### src/rtl/term_writer_pkg.sv
// Shared constants, FSM state type and mod-ROWS row helpers for the terminal writer.
// Default geometry matches the VRAM/HDMI character renderer.
package term_writer_pkg;

    localparam logic YES = 1'b1;
    localparam logic NO  = 1'b0;

    localparam int DEF_COLS     = 80;
    localparam int DEF_ROWS     = 25;
    localparam int DEF_TAB_STOP = 8;

    localparam logic [7:0] CHAR_BS    = 8'h08;
    localparam logic [7:0] CHAR_TAB   = 8'h09;
    localparam logic [7:0] CHAR_LF    = 8'h0A;
    localparam logic [7:0] CHAR_FF    = 8'h0C;
    localparam logic [7:0] CHAR_CR    = 8'h0D;
    localparam logic [7:0] CHAR_SPACE = 8'h20;

    typedef enum logic [1:0] {
        ST_CLEAR_ALL  = 2'd0,
        ST_IDLE       = 2'd1,
        ST_CLEAR_WAIT = 2'd2,
        ST_CLEAR_LINE = 2'd3
    } state_t;

    // Rows never reach 32, so a 6-bit sum with one conditional subtract is exact mod rows.
    function automatic logic [4:0] row_add(input logic [4:0] a, input logic [4:0] b,
                                           input int rows);
        logic [5:0] s;
        s = {1'b0, a} + {1'b0, b};
        if (s >= 6'(rows))
            s = s - 6'(rows);
        return s[4:0];
    endfunction

endpackage

### src/rtl/term_writer_clear_sweep.sv
// Row/column sweep counter that emits the cell addresses for a full-screen or single-line clear.
// busy doubles as the write strobe; done marks the final cell of the sweep.
module term_writer_clear_sweep
    import term_writer_pkg::*;
#(
    parameter int COLS = DEF_COLS,
    parameter int ROWS = DEF_ROWS
) (
    input  logic       clk,
    input  logic       reset_low,
    input  logic       start,
    input  logic       all_rows,
    input  logic [4:0] start_row,
    output logic       busy,
    output logic       done,
    output logic [4:0] row,
    output logic [6:0] col
);

    localparam logic [6:0] LAST_COL = 7'(COLS - 1);
    localparam logic [4:0] LAST_ROW = 5'(ROWS - 1);

    logic all_mode;

    assign done = busy && (col == LAST_COL) && (!all_mode || (row == LAST_ROW));

    always_ff @(posedge clk) begin
        if (!reset_low) begin
            busy     <= 1'b0;
            all_mode <= 1'b0;
            row      <= '0;
            col      <= '0;
        end else if (start) begin
            busy     <= 1'b1;
            all_mode <= all_rows;
            row      <= all_rows ? 5'd0 : start_row;
            col      <= '0;
        end else if (busy) begin
            if (col == LAST_COL) begin
                col <= '0;
                if (done)
                    busy <= 1'b0;
                else
                    row <= row + 5'd1;
            end else begin
                col <= col + 7'd1;
            end
        end
    end

endmodule

### src/rtl/term_writer.sv
// Byte-stream terminal front end: cursor handling, C0 controls, circular scroll and VRAM writes.
// Optional form-feed support is enabled by defining TERM_WRITER_FORM_FEED_EN.
//
// state         | meaning
// ST_CLEAR_ALL  | sweep spaces over every cell, cursor and top_row held at 0
// ST_IDLE       | in_ready=1, interpret one byte per cycle
// ST_CLEAR_WAIT | one-cycle gap so a wrapping char write precedes the line clear
// ST_CLEAR_LINE | sweep spaces over the newly exposed bottom physical row
module term_writer
    import term_writer_pkg::*;
#(
    parameter int COLS     = DEF_COLS,
    parameter int ROWS     = DEF_ROWS,
    parameter int TAB_STOP = DEF_TAB_STOP
) (
    input  logic       clk,
    input  logic       reset_low,
    input  logic       in_valid,
    output logic       in_ready,
    input  logic [7:0] in_char,
    output logic       write_ce,
    output logic [4:0] write_row,
    output logic [6:0] write_col,
    output logic [7:0] write_char,
    output logic [4:0] top_row,
    output logic [4:0] cursor_row,
    output logic [6:0] cursor_col
);

    localparam logic [6:0] LAST_COL = 7'(COLS - 1);
    localparam logic [4:0] LAST_ROW = 5'(ROWS - 1);
    localparam logic [7:0] TAB_MASK = ~8'(TAB_STOP - 1);

    state_t     state;
    logic [4:0] line_row;
    logic       char_ce;
    logic [4:0] char_row;
    logic [6:0] char_col;
    logic [7:0] char_byte;

    logic       sweep_start, sweep_all, sweep_busy, sweep_done;
    logic [4:0] sweep_start_row, sweep_row;
    logic [6:0] sweep_col;

    logic       accept, is_print, at_bottom;
    logic [7:0] tab_raw;
    logic [6:0] tab_next;

    assign accept    = in_valid && in_ready;
    assign is_print  = (in_char >= 8'h20) && (in_char <= 8'h7E);
    assign at_bottom = (cursor_row == LAST_ROW);

    always_comb begin
        tab_raw  = ({1'b0, cursor_col} & TAB_MASK) + 8'(TAB_STOP);
        tab_next = (tab_raw > {1'b0, LAST_COL}) ? LAST_COL : tab_raw[6:0];
    end

    // A bare LF at the bottom starts the line clear on the acceptance edge itself.
    assign sweep_start = ((state == ST_CLEAR_ALL) && !sweep_busy) ||
                         (state == ST_CLEAR_WAIT) ||
                         (accept && (state == ST_IDLE) && (in_char == CHAR_LF) && at_bottom);
    assign sweep_all       = (state == ST_CLEAR_ALL);
    assign sweep_start_row = (state == ST_CLEAR_WAIT) ? line_row : top_row;

    term_writer_clear_sweep #(.COLS(COLS), .ROWS(ROWS)) u_sweep (
        .clk       (clk),
        .reset_low (reset_low),
        .start     (sweep_start),
        .all_rows  (sweep_all),
        .start_row (sweep_start_row),
        .busy      (sweep_busy),
        .done      (sweep_done),
        .row       (sweep_row),
        .col       (sweep_col)
    );

    assign write_ce   = char_ce || sweep_busy;
    assign write_row  = sweep_busy ? sweep_row : char_row;
    assign write_col  = sweep_busy ? sweep_col : char_col;
    assign write_char = sweep_busy ? CHAR_SPACE : char_byte;

    always_ff @(posedge clk) begin
        if (!reset_low) begin
            state      <= ST_CLEAR_ALL;
            in_ready   <= 1'b0;
            top_row    <= '0;
            cursor_row <= '0;
            cursor_col <= '0;
            line_row   <= '0;
            char_ce    <= 1'b0;
            char_row   <= '0;
            char_col   <= '0;
            char_byte  <= '0;
        end else begin
            char_ce <= 1'b0;
            case (state)
                ST_CLEAR_ALL, ST_CLEAR_LINE: begin
                    if (sweep_done) begin
                        state    <= ST_IDLE;
                        in_ready <= 1'b1;
                    end
                end
                ST_CLEAR_WAIT: state <= ST_CLEAR_LINE;
                ST_IDLE: begin
                    if (accept) begin
                        if (is_print) begin
                            char_ce   <= 1'b1;
                            char_row  <= row_add(top_row, cursor_row, ROWS);
                            char_col  <= cursor_col;
                            char_byte <= in_char;
                            if (cursor_col < LAST_COL) begin
                                cursor_col <= cursor_col + 7'd1;
                            end else begin
                                cursor_col <= '0;
                                if (!at_bottom) begin
                                    cursor_row <= cursor_row + 5'd1;
                                end else begin
                                    top_row  <= row_add(top_row, 5'd1, ROWS);
                                    line_row <= top_row;
                                    in_ready <= 1'b0;
                                    state    <= ST_CLEAR_WAIT;
                                end
                            end
                        end else begin
                            case (in_char)
                                CHAR_CR: cursor_col <= '0;
                                CHAR_LF: begin
                                    if (!at_bottom) begin
                                        cursor_row <= cursor_row + 5'd1;
                                    end else begin
                                        top_row  <= row_add(top_row, 5'd1, ROWS);
                                        in_ready <= 1'b0;
                                        state    <= ST_CLEAR_LINE;
                                    end
                                end
                                CHAR_BS: begin
                                    if (cursor_col != '0)
                                        cursor_col <= cursor_col - 7'd1;
                                end
                                CHAR_TAB: cursor_col <= tab_next;
`ifdef TERM_WRITER_FORM_FEED_EN
                                CHAR_FF: begin
                                    cursor_row <= '0;
                                    cursor_col <= '0;
                                    top_row    <= '0;
                                    in_ready   <= 1'b0;
                                    state      <= ST_CLEAR_ALL;
                                end
`endif
                                default: ;
                            endcase
                        end
                    end
                end
                default: state <= ST_CLEAR_ALL;
            endcase
        end
    end

endmodule

### config.mk
export PLATFORM = sky130hd
export DESIGN_NAME = term_writer
export DESIGN_NICKNAME = d
export VERILOG_FILES = /design/src/rtl/term_writer_pkg.sv /design/src/rtl/term_writer_clear_sweep.sv /design/src/rtl/term_writer.sv
export SDC_FILE = /design/constraint.sdc
export NUM_CORES = 1
export LEC_CHECK = 0
export BUFFER_PORTS_ARGS = -buffer_cell sky130_fd_sc_hd__clkbuf_2
export CELL_PAD_IN_SITES_DETAIL_PLACEMENT = 1
export CELL_PAD_IN_SITES_GLOBAL_PLACEMENT = 2
export CORE_UTILIZATION = 30
export DETAILED_ROUTE_END_ITERATION = 8
export GPL_TIMING_DRIVEN = 0
export PLACE_DENSITY = 0.71
export SLEW_MARGIN = 20
export SYNTH_ARGS = -nofsm -noshare
export SYNTH_HDL_FRONTEND = slang
export SYNTH_HIERARCHICAL = 1
export SYNTH_SLANG_ARGS = --single-unit
export TNS_END_PERCENT = 1
### constraint.sdc
create_clock -name clk -period 4.5 [get_ports clk]
set_input_delay 0.45 -clock clk [delete_from_list [all_inputs] [get_ports clk]]
set_output_delay 0.45 -clock clk [all_outputs]
set_load 0.1 [all_outputs]
==> flow_metrics.py <==
metrics = {
    "outcome": {
        "status": "complete, no violations",
    },
    "final_layout": {
        "layout-drive-gt1-share": 0.168,
        "final_net_count": 591,
        "fin_util": 0.371,
        "final_cell_area_sq_um": 4720,
        "syn_to_final_growth_pct": 20.0,
        "most-common-layout-cells": "nand2_1 (63), dfxtp_1 (60), clkbuf_2 (49)",
        "fillers": 1605,
        "antenna_cells": 0,
        "post_layout_nonfiller_instances": 732,
        "mostFrequentLayoutCell": "nand2_1",
    },
    "placement": {
        "gp_congestion": 0.772,
        "dp_slack_ns": 1.69,
        "place_area_sq_um": 4390,
        "hpwl_mm": 9.29,
        "io_buffers": 49,
        "placedCellCount": 716,
    },
    "synth": {
        "syn_inst": 495,
        "synth-adder-area-share": 0.0815,
        "synth_top_flop_cell": "dfxtp_1",
        "yosysSeqAreaShare": 0.305,
        "ys_warn_count": 6,
        "ys_ff_latch": 60,
        "synth_compound_area_frac": 0.206,
        "synthSimpleGateAreaFrac": 0.250,
        "synth_top_family_by_area": "simple AND/OR/NAND/NOR gates",
        "avgSynthCellArea_sq_um": 7.94,
        "synth_edf_count": 0,
        "synth.distinct_cells": 64,
        "synthMuxAreaShare": 0.0681,
        "syn_nets": 531,
        "synthXorXnorAreaFrac": 0.0334,
        "ys_async_sr_fraction": 0,
        "syn_area_sq_um": 3930,
    },
    "global_routing": {
        "antenna_found_initial": 0,
        "grtUsageTotal": 0.193,
        "overflow": 0,
        "grt_pass1_vias": 3743,
        "grt_pass1_wl_mm": 19.7,
        "grt_max_degree": 12,
    },
    "sta": {
        "final_hold_viol_count": 0,
        "timing.final.ws_setup_ns": 1.67,
        "finalMaxSlewViolations": 0,
        "rsz0062_at_grt": "no",
        "fin_skew_ns": 0.00567,
        "slew_headroom": 0.582,
        "fmax_mhz": 354,
        "period_share": 0.628,
        "setup_viol": 0,
        "post-route-min-period_ns": 2.83,
        "timing.hold.ws_ns": 0.366,
        "tightest_slew_ns": 0.627,
        "tns_ns": 0,
    },
    "pwr": {
        "seqPwrFrac": 0.370,
        "internal-power_mw": 1.10,
        "finalPower_mw": 1.51,
        "leakage_nw": 1.82,
        "p_sw_frac": 0.272,
        "pwr-share-comb": 0.121,
        "p_per_area_nw_per_um2": 321,
        "p_switching_mw": 0.412,
        "peakVddDrop_uv": 144,
        "p_clk_frac": 0.509,
    },
    "floorplan": {
        "die_w_microns": 116,
        "die_h_microns": 116,
        "core-area_sq_um": 12700,
        "rows": 41,
        "dieArea_sq_um": 13600,
        "start_util": 0.309,
        "io_pins": 50,
    },
    "route": {
        "first_pass_iters": 4,
        "vias": 3765,
        "viasPerCell": 5.14,
        "drt_wl_total_mm": 12.2,
        "drt_iter0_markers": 143,
        "ant_nets": 0,
        "drc": 0,
        "wl_per_cell_microns": 16.7,
    },
    "worst_setup_path": {
        "crit_type": "reg2reg",
        "crit_chain": "clkbuf_1 -> inv_1 -> fa_1 -> ha_1 -> nand2_1 -> o211ai_1 -> o21ai_1 -> a21boi_0 -> o31a_1",
        "required_ns": 4.73,
        "path_buf_inv": 2,
        "slowest_stage": "fa_1",
        "worstPathArrival_ns": 3.06,
        "critPathCaptureType": "flop",
        "cp-start-kind": "flop",
        "slowest_delay_ns": 0.57,
        "critPathTopFamily": "compound AO/OA/AOI/OAI gates",
        "crit_fanout": 8,
    },
    "clock_network": {
        "clock-root-buffer": "clkbuf_16",
        "ctsHoldBuffers": 0,
        "cts_resized": 0,
        "htreeDepth": 3,
        "clockBufferDepth": 2,
        "clk_pin_slew_worst_paths_ns": 0.06,
        "cts_tree": "yes",
        "numCtsBuffers": 9,
        "insertion_delay_ns": 0.34,
        "cts.sinks": 60,
        "cts_setup_buffers": 0,
    },
    "run": {
        "drv_cap": 0,
    },
    "worst_hold_path": {
        "holdCritPathClass": "in2reg",
    },
}
[sequential cells by signal, indices dropped and copies added (netlist names)]
signal,flops
char_byte,8
char_ce,1
char_col,7
char_row,5
cursor_col,7
cursor_row,5
in_ready,1
line_row,5
state,2
top_row,5
u_sweep/all_mode,1
u_sweep/busy,1
u_sweep/col,7
u_sweep/row,5
[synth_stat cells (4+ instances only)]
library cell | number | area (sq um)
nand2_1 | 63 | 236
dfxtp_1 | 60 | 1200
nor2_1 | 45 | 169
a21oi_1 | 33 | 165
clkbuf_1 | 27 | 101
inv_1 | 27 | 101
ha_1 | 24 | 300
nand3_1 | 22 | 110
o21ai_0 | 21 | 105
mux2_2 | 14 | 158
nor2b_1 | 12 | 75.1
a31oi_1 | 11 | 68.8
mux2i_1 | 11 | 110
nor3_1 | 10 | 50.1
xnor2_1 | 10 | 87.6
nand2b_1 | 6 | 37.5
o211ai_1 | 5 | 37.5
o31ai_1 | 5 | 37.5
xor2_1 | 5 | 43.8
a21o_1 | 4 | 30.0
and3_1 | 4 | 25.0
nand4_1 | 4 | 25.0
o21a_1 | 4 | 30.0
or2_2 | 4 | 25.0
[final cells by class]
type	count	area, sq um	area share
Multi-Input combinational cell	379	2510	0.532
Buffer	29	116	0.0246
Clock buffer	11	243	0.0514
Timing Repair Buffer	49	245	0.0519
Sequential cell	60	1200	0.254
Inverter	27	101	0.0215
Tap cell	172	215	0.0456
Clock inverter	5	85.1	0.0180
[worst reg2reg max path, delay by kind of cell, from the launching register on]
| family | cells | cell delay, ns |
|---|---|---|
| AO/OA/AOI/OAI | 4 | 0.87 |
| AND/OR/NAND/NOR | 1 | 0.09 |
| buffers and inverters | 2 | 0.49 |
| flip-flops | 1 | 0.43 |
| adder cells (fa/ha/maj) | 2 | 0.83 |
[power by group through the flow]
stage	Clock, mW	Sequential [mW]	Combinational [mW]
final	0.770	0.560	0.184
after global routing	0.814	0.562	0.202
after CTS	0.790	0.560	0.187
after detailed placement	0	0.572	0.186
after global placement	0	0.571	0.183
after floorplan	0	0.567	0.139
[worst paths after layout]
kind | from | endpoint | slack (ns) | cells past startpoint
max | top_row[1]$_SDFFE_PN0P_ | char_row[3]$_SDFFE_PN0P_ | 1.67 | 9
min | in_char[4] | char_byte[4]$_SDFFE_PN0P_ | 0.37 | 3
max reg2reg | top_row[1]$_SDFFE_PN0P_ | char_row[3]$_SDFFE_PN0P_ | 1.67 | 9
min reg2reg | char_byte[6]$_SDFFE_PN0P_ | char_byte[6]$_SDFFE_PN0P_ | 0.45 | 2
[per-layer routing]
metal  part of all wire  GRT usage
met4              0.010     0.0769
met1               0.50      0.247
met2               0.47      0.325
met3              0.027     0.0301
met5                  0          0
[logic make-up (layout without fill, tap and decap cells)]
| logic type | after synthesis | after routing |
|---|---|---|
| muxes | 25 | 25 |
| AOI/OAI and AO/OA | 119 | 119 |
| adders and majority gates | 25 | 25 |
| buffers and inverters | 56 | 121 |
| DFF | 60 | 60 |
| xor gates and xnor gates | 15 | 15 |
| and+or+nand+nor | 195 | 195 |
Note: power is estimated with default switching activity, not from simulation.
